--- src/rtl/q7_pkg.sv ---
// Shared widths and vector types for the registered 15-input ones counter.
// Imported by the adder tree top level and by anything that drives or reads it.
package q7_pkg;

    localparam int N_IN  = 15;
    localparam int W_OUT = 4;

    typedef logic [N_IN-1:0]  q7_vec_t;
    typedef logic [W_OUT-1:0] q7_cnt_t;

endpackage

--- src/rtl/question_part_7_full_adder.sv ---
// One-bit full adder, the building block of the carry-save popcount tree.
module full_adder (
    input  logic a,
    input  logic b,
    input  logic cin,
    output logic sum,
    output logic cout
);

    assign sum  = a ^ b ^ cin;
    assign cout = (a & b) | (a & cin) | (b & cin);

endmodule

--- src/rtl/question_part_7.sv ---
// Registered ones counter: a carry-save tree of 11 full adders reduces a14..a0
// to a 4-bit count, captured in a flop bank that reset clears asynchronously.
module question_part_7
    import q7_pkg::*;
(
    input  logic clk,
    input  logic rst,
    input  logic a14,
    input  logic a13,
    input  logic a12,
    input  logic a11,
    input  logic a10,
    input  logic a9,
    input  logic a8,
    input  logic a7,
    input  logic a6,
    input  logic a5,
    input  logic a4,
    input  logic a3,
    input  logic a2,
    input  logic a1,
    input  logic a0,
    output logic s3,
    output logic s2,
    output logic s1,
    output logic s0
);

    q7_vec_t   aVec;
    q7_cnt_t   count_d;
    q7_cnt_t   count_q;

    logic [4:0] w1Sum;
    logic [4:0] w2Carry;
    logic       w1Mid;
    logic       w2FromW1a;
    logic       w2FromW1b;
    logic       w2MidA;
    logic       w2MidB;
    logic       w4A;
    logic       w4B;
    logic       w4C;

    assign aVec = {a14, a13, a12, a11, a10, a9, a8, a7,
                   a6, a5, a4, a3, a2, a1, a0};

    // First rank: five adders turn 15 weight-1 bits into 5 sums and 5 carries.
    for (genvar g = 0; g < 5; g++) begin : gRank1
        full_adder uFa (
            .a    (aVec[3*g]),
            .b    (aVec[3*g+1]),
            .cin  (aVec[3*g+2]),
            .sum  (w1Sum[g]),
            .cout (w2Carry[g])
        );
    end

    full_adder uFa6 (
        .a    (w1Sum[0]),
        .b    (w1Sum[1]),
        .cin  (w1Sum[2]),
        .sum  (w1Mid),
        .cout (w2FromW1a)
    );

    full_adder uFa7 (
        .a    (w1Mid),
        .b    (w1Sum[3]),
        .cin  (w1Sum[4]),
        .sum  (count_d[0]),
        .cout (w2FromW1b)
    );

    // Weight 2 holds seven bits; three adders fold them to one bit plus three weight-4 carries.
    full_adder uFa8 (
        .a    (w2Carry[0]),
        .b    (w2Carry[1]),
        .cin  (w2Carry[2]),
        .sum  (w2MidA),
        .cout (w4A)
    );

    full_adder uFa9 (
        .a    (w2Carry[3]),
        .b    (w2Carry[4]),
        .cin  (w2FromW1a),
        .sum  (w2MidB),
        .cout (w4B)
    );

    full_adder uFa10 (
        .a    (w2MidA),
        .b    (w2MidB),
        .cin  (w2FromW1b),
        .sum  (count_d[1]),
        .cout (w4C)
    );

    // Three weight-4 bits sum to at most 3, so this carry is the MSB and never overflows.
    full_adder uFa11 (
        .a    (w4A),
        .b    (w4B),
        .cin  (w4C),
        .sum  (count_d[2]),
        .cout (count_d[3])
    );

    always_ff @(posedge clk or posedge rst) begin
        if (rst) begin
            count_q <= '0;
        end else begin
            count_q <= count_d;
        end
    end

    assign s3 = count_q[3];
    assign s2 = count_q[2];
    assign s1 = count_q[1];
    assign s0 = count_q[0];

endmodule

--- config.mk ---
export PLATFORM = sky130hd
export DESIGN_NAME = question_part_7
export DESIGN_NICKNAME = d
export VERILOG_FILES = /design/src/rtl/q7_pkg.sv /design/src/rtl/question_part_7_full_adder.sv /design/src/rtl/question_part_7.sv
export SDC_FILE = /design/constraint.sdc
export NUM_CORES = 1
export LEC_CHECK = 0
export CORE_AREA = 8 8 45 47
export CTS_BUF_LIST = sky130_fd_sc_hd__clkbuf_4 sky130_fd_sc_hd__clkbuf_8 sky130_fd_sc_hd__clkbuf_16
export DETAILED_ROUTE_END_ITERATION = 16
export DIE_AREA = 0 0 53 55
export GPL_ROUTABILITY_DRIVEN = 0
export PLACE_DENSITY_LB_ADDON = 0.1
export SLEW_MARGIN = 20
export SYNTH_ARGS = -nofsm -noshare
export SYNTH_HDL_FRONTEND = slang
export SYNTH_SLANG_ARGS = --single-unit
--- constraint.sdc ---
create_clock -name clk -period 0.87 [get_ports clk]
set_input_delay 0.174 -clock clk [delete_from_list [all_inputs] [get_ports clk]]
set_output_delay 0.174 -clock clk [all_outputs]
set_load 0.01 [all_outputs]
==> results.sh, run 1 <==
export IMPL_core_area_sq_um=1384
export IMPL_synth_seq_cells=4
export IMPL_slew_viol_final=0
export IMPL_finalSetupViolations=8
export IMPL_vias=254
export IMPL_antenna_found_initial=0
export IMPL_ys_types=3
export IMPL_fillCellCount=145
export IMPL_final_cells=65
export IMPL_multi_input_area_sq_um=227.7
export IMPL_crit_path_max_fanout=1
export IMPL_cts_clk_slew_worst_paths_ps=40
export IMPL_p_leak_nw=0.2831
export IMPL_h_tree_depth=1
export IMPL_timing_final_crit_share=2.694
export IMPL_io_pins=21
export IMPL_rows=14
export IMPL_die_area_sq_um=2915
export IMPL_hold_path_class="in2async"
export IMPL_placed_area_sq_um=596.8
export IMPL_dieWidth_um=53
export IMPL_regMostFlops="count_q"
export IMPL_worstSetupPathType="in2reg"
export IMPL_cp_arrival_ps=2440
export IMPL_worst_pin_slew_ps=142.8
export IMPL_via_per_inst=3.908
export IMPL_syn_area_sq_um=361.6
export IMPL_drcViolationCount=0
export IMPL_overflow=0
export IMPL_max_slew_margin_rel=0.9047
export IMPL_dp_hpwl_um=762.8
export IMPL_grt_pass1_wl_mm=1.386
export IMPL_clock_sinks=4
export IMPL_status="finished with violations"
export IMPL_ys_seq_area_frac=0.2768
export IMPL_fp_dieH_um=55
export IMPL_powerDensity_nw_per_um2=1881
export IMPL_cts_made_buffers=3
export IMPL_area_delta_synth_final_pct=62.98
export IMPL_synthCells=26
export IMPL_drt_iter0_markers=1
export IMPL_reg_top3="count_q x4"
export IMPL_cp_start_kind="primary input"
export IMPL_drv_cap=0
export IMPL_wl_um=825
export IMPL_first_pass_iters=2
export IMPL_rsz0062_at_grt="true"
export IMPL_clk_path_buf_depth=2
export IMPL_seqCellArea_sq_um=100.1
export IMPL_drive_gt1_frac=0.5102
export IMPL_fin_nets=79
export IMPL_post_cts_buffers=0
export IMPL_timing_setup_tns_ps=-4955
export IMPL_finalWorstSetupSlack_ps=-1474
export IMPL_fin_area_sq_um=589.3
export IMPL_hold_violations=0
export IMPL_fin_crit_ps=2344
export IMPL_grt_start_max_net_pins=5
export IMPL_initial_core_util=0.2613
export IMPL_violations="negative setup slack"
export IMPL_grt_pass1_vias=320
export IMPL_synth_nets=54
export IMPL_synth_area_per_cell_sq_um=13.91
export IMPL_cts_hold_buffers_added=0
export IMPL_routedWlPerCell_um=12.69
export IMPL_synth_warnings=0
export IMPL_cp_end_kind="register"
export IMPL_largest_register_ffs=4
export IMPL_dp_cells=62
export IMPL_peakVddDrop_mv=0.5897
export IMPL_antenna_cells=0
export IMPL_max_freq_mhz=426.6
export IMPL_portBuffers=20
export IMPL_tritoncts="done"
export IMPL_root_buffer="clkbuf_4"
export IMPL_cp_required_ps=960
export IMPL_ant_nets=0
export IMPL_grt_use_total=0.06807
[power by group]
group / total, W / internal, W / switching (W)
Clock: 0.000227 / 0.000154 / 0.0000727
Sequential: 0.000306 / 0.000281 / 0.0000246
Combinational: 0.000576 / 0.000301 / 0.000275
Total: 0.00111 / 0.000736 / 0.000373
[routing by layer]
layer,routed length [um],track usage
met5,0,0
met4,0,0.06466
met3,94,0.03209
met2,512,0.1211
met1,218,0.05354
[cell type report]
cell class | count | area share
Sequential cell | 4 | 0.1699
Timing Repair Buffer | 20 | 0.2887
Tap cell | 16 | 0.03397
Multi-Input combinational cell | 11 | 0.3864
Inverter | 11 | 0.08280
Clock buffer | 3 | 0.03822
[critical path, stage by stage]
cell	delay [ps]
buf_6	90
fa_1	570
fa_2	210
inv_2	40
fa_1	510
inv_2	40
fa_2	350
fa_1	450
[Yosys cell counts (all sizes together)]
master | instances | area share
dfrtp | 4 | 0.28
inv | 11 | 0.11
fa | 11 | 0.61
[per-stage QoR]
step,total power [W],utilization,setup slack (ps),hold WS [ps]
after global placement,0.0009183,0.4313,-2154,362.5
after global routing,0.001223,0.4259,-1531,135.3
after CTS,0.001101,0.4195,-1593,123.6
after detailed placement,0.0009533,0.4313,-2204,368.8
after floorplan,0.0005973,-,-1541,-59.92
final,0.001109,0.4259,-1474,122.2
[cells by family (layout without fill, tap and decap cells)]
logic type,after synthesis,count (layout),share of synthesized area
DFF,4,4,0.2768
adders and majority gates,11,11,0.6090
buffers and inverters,11,34,0.1142
[worst max path at each step]
stage          start         end  slack, ps  cells past startpoint
6_report          a1  count_q[2]      -1470                      8
5_1_grt           a1  count_q[2]      -1530                      8
4_1_cts           a5  count_q[2]      -1590                      8
3_5_place_dp      a5  count_q[2]      -2200                      8
3_3_place_gp      a5  count_q[2]      -2150                      8
2_1_floorplan     a2  count_q[2]      -1540                      7
[what timing repair did]
| item | CTS | global route |
|---|---|---|
| pin swaps | 8 | 8 |
| gates resized for setup | 49 | 10 |
| endpoints found under the setup margin | 8 | 8 |
[cell usage in the layout, fill, tap and decap left out, drive strengths merged]
cell type      count
fa                11
buf               11
inv               11
dfrtp              4
clkdlybuf4s50      7
clkbuf             5
Note: power is estimated with default switching activity, not from simulation.
==> inputs of run 2 (changes only) <==
Settings changed: CTS_CLUSTER_DIAMETER set to 100, SETUP_SLACK_MARGIN set to 0.15.
==> results of run 2 <==
No change in the layout: final DEF, timing and power equal those of run 1.
